<file path="config.mk">
export PLATFORM = sky130hd
export DESIGN_NAME = sound_mailbox_fifo
export DESIGN_NICKNAME = d
export VERILOG_FILES = /design/src/rtl/sound_mailbox_fifo.sv
export SDC_FILE = /design/constraint.sdc
export NUM_CORES = 1
export LEC_CHECK = 0
export BUFFER_PORTS_ARGS = -buffer_cell sky130_fd_sc_hd__buf_2
export CORE_ASPECT_RATIO = 0.7
export CORE_MARGIN = 5
export CORE_UTILIZATION = 35
export CTS_BUF_LIST = sky130_fd_sc_hd__clkbuf_8
export CTS_CLUSTER_SIZE = 20
export DETAILED_ROUTE_END_ITERATION = 8
export GPL_TIMING_DRIVEN = 0
export PLACE_DENSITY = 0.51
export REMOVE_ABC_BUFFERS = 1
export SYNTH_ARGS = -nofsm -noshare
export SYNTH_HDL_FRONTEND = slang
export SYNTH_SLANG_ARGS = --single-unit
export TNS_END_PERCENT = 100
</file>
<file path="constraint.sdc">
create_clock -name clk100 -period 2.55 [get_ports clk100]
set_input_delay 0 -clock clk100 [delete_from_list [all_inputs] [get_ports clk100]]
set_output_delay 0 -clock clk100 [all_outputs]
set_load 0.01 [all_outputs]
</file>
<file path="src/rtl/sound_mailbox_fifo.sv">
// Bidirectional 68k <-> 6502 sound mailbox: command and response FIFOs with NMI/host interrupt.
// Define SOUND_MAILBOX_FWFT_EN for first-word fall-through read data; default is a registered read.
module sound_mailbox_fifo #(
    parameter int unsigned DATA_W     = 8,
    parameter int unsigned DEPTH      = 4,
    parameter int unsigned NMI_CYCLES = 16
) (
    input  logic                       clk100,
    input  logic                       rst,
    input  logic                       snd_rst,
    input  logic                       host_wr,
    input  logic [DATA_W-1:0]          host_din,
    input  logic                       host_rd,
    output logic [DATA_W-1:0]          host_dout,
    input  logic                       snd_wr,
    input  logic [DATA_W-1:0]          snd_din,
    input  logic                       snd_rd,
    output logic [DATA_W-1:0]          snd_dout,
    output logic [$clog2(DEPTH):0]     cmd_count,
    output logic [$clog2(DEPTH):0]     rsp_count,
    output logic                       ctrl_sndbuf,
    output logic                       ctrl_68kbuf,
    output logic                       cmd_full,
    output logic                       rsp_full,
    output logic                       cmd_ovf,
    output logic                       rsp_ovf,
    input  logic                       ovf_clr,
    output logic                       snd_nmi_b,
    output logic                       host_int_b
);
    localparam int unsigned PW = $clog2(DEPTH);
    localparam int unsigned CW = PW + 1;
    localparam int unsigned NW = $clog2(NMI_CYCLES + 1);
    localparam logic [CW-1:0] FULL_CNT = CW'(DEPTH);

    logic [DATA_W-1:0] cmd_mem [DEPTH];
    logic [DATA_W-1:0] rsp_mem [DEPTH];
    logic [PW-1:0]     cmd_wp, cmd_rp, rsp_wp, rsp_rp;
    logic [NW-1:0]     nmi_cnt;
    logic              cmd_push, cmd_pop, cmd_drop;
    logic              rsp_push, rsp_pop, rsp_drop;

    // A pop on a full FIFO always succeeds, so a same-cycle push can take its slot.
    assign cmd_pop  = snd_rd && (cmd_count != '0);
    assign cmd_push = host_wr && (!cmd_full || snd_rd);
    assign cmd_drop = host_wr && cmd_full && !snd_rd;
    assign rsp_pop  = host_rd && (rsp_count != '0);
    assign rsp_push = snd_wr && (!rsp_full || host_rd);
    assign rsp_drop = snd_wr && rsp_full && !host_rd;

    assign cmd_full    = (cmd_count == FULL_CNT);
    assign rsp_full    = (rsp_count == FULL_CNT);
    assign ctrl_sndbuf = (cmd_count != '0);
    assign ctrl_68kbuf = (rsp_count != '0);
    assign host_int_b  = ~ctrl_68kbuf;
    assign snd_nmi_b   = (nmi_cnt == '0);

    always_ff @(posedge clk100 or posedge rst) begin
        if (rst) begin
            cmd_wp    <= '0;
            cmd_rp    <= '0;
            cmd_count <= '0;
            rsp_wp    <= '0;
            rsp_rp    <= '0;
            rsp_count <= '0;
            cmd_ovf   <= 1'b0;
            rsp_ovf   <= 1'b0;
            nmi_cnt   <= '0;
        end else begin
            // Clear first so a same-cycle overflow wins.
            if (ovf_clr) begin
                cmd_ovf <= 1'b0;
                rsp_ovf <= 1'b0;
            end
            if (cmd_drop && !snd_rst) cmd_ovf <= 1'b1;
            if (rsp_drop && !snd_rst) rsp_ovf <= 1'b1;

            if (snd_rst) begin
                cmd_wp    <= '0;
                cmd_rp    <= '0;
                cmd_count <= '0;
                rsp_wp    <= '0;
                rsp_rp    <= '0;
                rsp_count <= '0;
                nmi_cnt   <= '0;
            end else begin
                if (cmd_push) cmd_wp <= cmd_wp + PW'(1);
                if (cmd_pop)  cmd_rp <= cmd_rp + PW'(1);
                if (cmd_push && !cmd_pop)      cmd_count <= cmd_count + CW'(1);
                else if (!cmd_push && cmd_pop) cmd_count <= cmd_count - CW'(1);

                if (rsp_push) rsp_wp <= rsp_wp + PW'(1);
                if (rsp_pop)  rsp_rp <= rsp_rp + PW'(1);
                if (rsp_push && !rsp_pop)      rsp_count <= rsp_count + CW'(1);
                else if (!rsp_push && rsp_pop) rsp_count <= rsp_count - CW'(1);

                if (cmd_push)            nmi_cnt <= NW'(NMI_CYCLES);
                else if (nmi_cnt != '0)  nmi_cnt <= nmi_cnt - NW'(1);
            end
        end
    end

    always_ff @(posedge clk100) begin
        if (cmd_push && !snd_rst) cmd_mem[cmd_wp] <= host_din;
        if (rsp_push && !snd_rst) rsp_mem[rsp_wp] <= snd_din;
    end

`ifdef SOUND_MAILBOX_FWFT_EN
    always_comb begin
        snd_dout  = '0;
        host_dout = '0;
        if (cmd_count != '0) snd_dout  = cmd_mem[cmd_rp];
        if (rsp_count != '0) host_dout = rsp_mem[rsp_rp];
    end
`else
    always_ff @(posedge clk100 or posedge rst) begin
        if (rst) begin
            snd_dout  <= '0;
            host_dout <= '0;
        end else begin
            if (cmd_pop && !snd_rst) snd_dout  <= cmd_mem[cmd_rp];
            if (rsp_pop && !snd_rst) host_dout <= rsp_mem[rsp_rp];
        end
    end
`endif

endmodule

</file>
==> impl_metrics.toml <==
[power_and_ir_drop]
power.net_switching_w = 0.00154
p_leak_nw = 1.99
swShare = 0.328
worst_ir_drop_vdd_v = 0.000356
pwr-share-clk = 0.212
total_power_divided_by_cell_area_nw_per_um2 = 899
p_int_w = 0.00316
combinationalPowerShare = 0.295
sequential_share_of_power = 0.493

[global_routing]
first_global_vias = 2606
grt_usage = 0.119
grt_first_pass_wirelength_mm = 13.8
antenna_violations_before_repair = 0
grt_start_max_net_pins = 31
globalRouteOverflowTotal = 0

[worst_setup_path]
reg2reg_setup_slack_ps = 480
timing.critical_path.depth = 7
critPathMostFrequentCell = "sky130_fd_sc_hd__nor2_1"
worst-r2r-cell-count = 7
cp-start-kind = "flop"
startpoint_of_the_most_critical_register_to_register_path = "cmd_count[0]"
setup.worst_path.end = "cmd_count[2]"
path_cells = "nor2_1, and2_1, nor2_1, fa_1, nor2b_1, mux2i_1, a31oi_1"
required_ps = 2780
data_arrival_time_at_the_worst_slack_endpoint_ps = 2300
critical_path.reg2reg.endpoint = "cmd_count[2]"
critical_path.endpoint_type = "flop"
worst_path_dominant_cell_family = "simple AND/OR/NAND/NOR gates"
worstPathBufferInverterCount = 0
cpPeakStageDelay_ps = 530
worstSetupStartpoint = "cmd_count[0]"
slowest_stage = "sky130_fd_sc_hd__dfrtp_1"
crit_path_max_fanout = 10
setup.worst_path.class = "reg -> reg"

[finish]
fillers = 1155
n_antenna_cell = 0
multi_input_area_um2 = 1460
mostFrequentLayoutCells = "sky130_fd_sc_hd__edfxtp_1 (64), sky130_fd_sc_hd__buf_2 (53), sky130_fd_sc_hd__dfrtp_1 (37)"
layout.cells.most_common = "sky130_fd_sc_hd__edfxtp_1"
layout-area-overhead-vs-synth_pct = 17.6
register_area_um2 = 2850
nets = 380
drive_gt1_frac = 0.349

[drt]
detail_route.drc_violations = 0
vias_per_instance = 4.80
drtIter0Drc = 94
antenna_left = 0
drt_pass1_iterations = 4
detail_route.wl_per_cell_um = 16.2
drt-total-wl_mm = 8.28
vias = 2456

[synth]
syn_inst = 277
synth.avg_cell_area_um2 = 16.0
synth.top_cells.by_area = "sky130_fd_sc_hd__edfxtp_1 (43%), sky130_fd_sc_hd__dfrtp_1 (21%), sky130_fd_sc_hd__mux4_2 (8.1%), sky130_fd_sc_hd__mux2_2 (5.6%), sky130_fd_sc_hd__ha_1 (2.5%)"
synth-edff-count = 64
ys_seq_area_frac = 0.641
synth_top_area_cell = "sky130_fd_sc_hd__edfxtp_1"
ys_ff_latch = 101
asyncSetResetFlopFracSynth = 0.366
synth.yosys.warnings = 0
synth_top_cell_area_share = 0.433
ys_dominant_reg_cell = "sky130_fd_sc_hd__edfxtp_1"
post_synth_num_cell_types = 46
synthesis.area_um2 = 4440

[cts]
clk_pin_slew_ps = 100
cts_sinks = 101
clock_latency_reported_for_the_late_side_of_the_worst_skew_pair_ps = 360
clock_path_buffers = 2
tritoncts = "built"
post_cts_resized = 0
root_buffer = "sky130_fd_sc_hd__clkbuf_8"
ctsHtreeMaxLevel = 3
cts_inserted_buffers = 9
post_cts.repair.setup_buffers = 0

[floorplanning]
die-width_um = 145
die_height_um = 104
num_rows = 34
coreArea_um2 = 12400
die_area_um2 = 15100
ioPinCount = 54
initial_utilization = 0.358

[outcome]
run_status = "complete, no violations"

[sta]
max_freq_ghz = 0.483
drv_slew = 0
slew_headroom = 0.588
setup_viol = 0
grt_setup_unrepaired = "false"
post-route-worst-setup-slack_ps = 479
worst_pin_slew_ps = 617
finalCriticalPeriod_ps = 2070
totalNegativeSetupSlack_ps = 0
worst_skew_ps = 8.94
hold_violation_count_in_the_final_report = 0
timing.final.crit_share = 0.812

[place]
io_buffers = 53
gp_congestion = 0.722
hpwl_mm = 5.69
place_worst_setup_slack_ps = 493

[job]
drv.max_cap_violation_count = 0

[worst_hold_path]
hold_path.class = "in -> reg"
cell usage after synthesis, types with 4 or more instances:
cell	n
sky130_fd_sc_hd__edfxtp_1	64
sky130_fd_sc_hd__dfrtp_1	37
sky130_fd_sc_hd__nor2_1	24
sky130_fd_sc_hd__mux2_2	22
sky130_fd_sc_hd__mux4_2	16
sky130_fd_sc_hd__inv_1	14
sky130_fd_sc_hd__and2_1	10
sky130_fd_sc_hd__ha_1	9
sky130_fd_sc_hd__nand2_1	7
sky130_fd_sc_hd__buf_2	6
sky130_fd_sc_hd__nor2b_1	4
sky130_fd_sc_hd__o21a_1	4
sky130_fd_sc_hd__or3_1	4
sky130_fd_sc_hd__xor2_1	4
power by group through the flow:
stage	Sequential, W	Clock, W	Combinational, W
floorplan	0.00237	0	0.000886
global placement	0.00235	0	0.00137
detailed placement	0.00236	0	0.00139
CTS	0.00233	0.00104	0.00142
global route	0.00238	0.00111	0.00155
finish	0.00231	0.000996	0.00138
state kept, by name, summed over array words and instances, names as in the netlist:
name and flops:
rsp_mem 32, cmd_wp 2, cmd_rp 2, rsp_wp 2, rsp_count 3, cmd_mem 32
rsp_ovf 1, snd_dout 8, cmd_ovf 1, rsp_rp 2, host_dout 8, cmd_count 3
nmi_cnt 5
layer usage:
| layer | share of wire | GRT usage | vias up | routed length, um |
|---|---|---|---|---|
| met5 | 0 | 0 | - | 0 |
| met4 | 0.014 | 0.0340 | 0 | 120 |
| met3 | 0.058 | 0.0363 | 10 | 479 |
| met2 | 0.45 | 0.177 | 63 | 3770 |
| met1 | 0.47 | 0.167 | 1224 | 3920 |
| li1 | - | - | 1159 | - |
cell type report:
| cell class | count | share of cell area |
|---|---|---|
| clock buffer | 9 | 0.0237 |
| clock inverter | 7 | 0.0144 |
| inverter | 14 | 0.0101 |
| multi-input combinational | 147 | 0.279 |
| sequential | 101 | 0.545 |
| tap | 162 | 0.0388 |
| timing repair buffer | 72 | 0.0891 |
worst reg2reg max path, stage by stage, from the launching register on:
cell and delay [ps]:
sky130_fd_sc_hd__dfrtp_1 530, sky130_fd_sc_hd__nor2_1 270, sky130_fd_sc_hd__and2_1 190, sky130_fd_sc_hd__nor2_1 60
sky130_fd_sc_hd__fa_1 390, sky130_fd_sc_hd__nor2b_1 200, sky130_fd_sc_hd__mux2i_1 200, sky130_fd_sc_hd__a31oi_1 90
cell families after synthesis:
logic type	count (synthesis)	synth area share
XOR/XNOR	7	0.0138
AO/OA/AOI/OAI	22	0.0454
AND/OR/NAND/NOR	65	0.0870
adder cells (fa/ha/maj)	11	0.0344
buffers and inverters	29	0.0313
multiplexers	42	0.147
flip-flops	101	0.641
per-stage QoR:
stage          instances  total power [W]  hold WS (ps)  cell area [um^2]   util
2_1_floorplan        262          0.00325          62.2              4360      -
3_3_place_gp         477          0.00372           215              4820  0.388
3_5_place_dp         478          0.00376         -65.5              4840  0.390
4_1_cts              512          0.00479          12.4              5220  0.420
5_1_grt              512          0.00503          42.1              5220  0.420
6_report             512          0.00469          26.5              5220  0.420
worst min-delay path by stage:
stage          depth (start not counted)             to         from
6_report                               2        cmd_ovf      host_wr
3_3_place_gp                           1  cmd_mem[1][2]  host_din[2]
5_1_grt                                2        cmd_ovf      host_wr
3_5_place_dp                           2   host_dout[1]          rst
2_1_floorplan                          1     nmi_cnt[1]      snd_rst
4_1_cts                                2        cmd_ovf      host_wr
repair_timing:
| item | in CTS | in global routing |
|---|---|---|
| hold buffers | 18 | 0 |
| hold endpoints to repair | 103 | 0 |
| endpoints found under the setup margin | 0 | 0 |
Power figures use the tool's default switching activity.
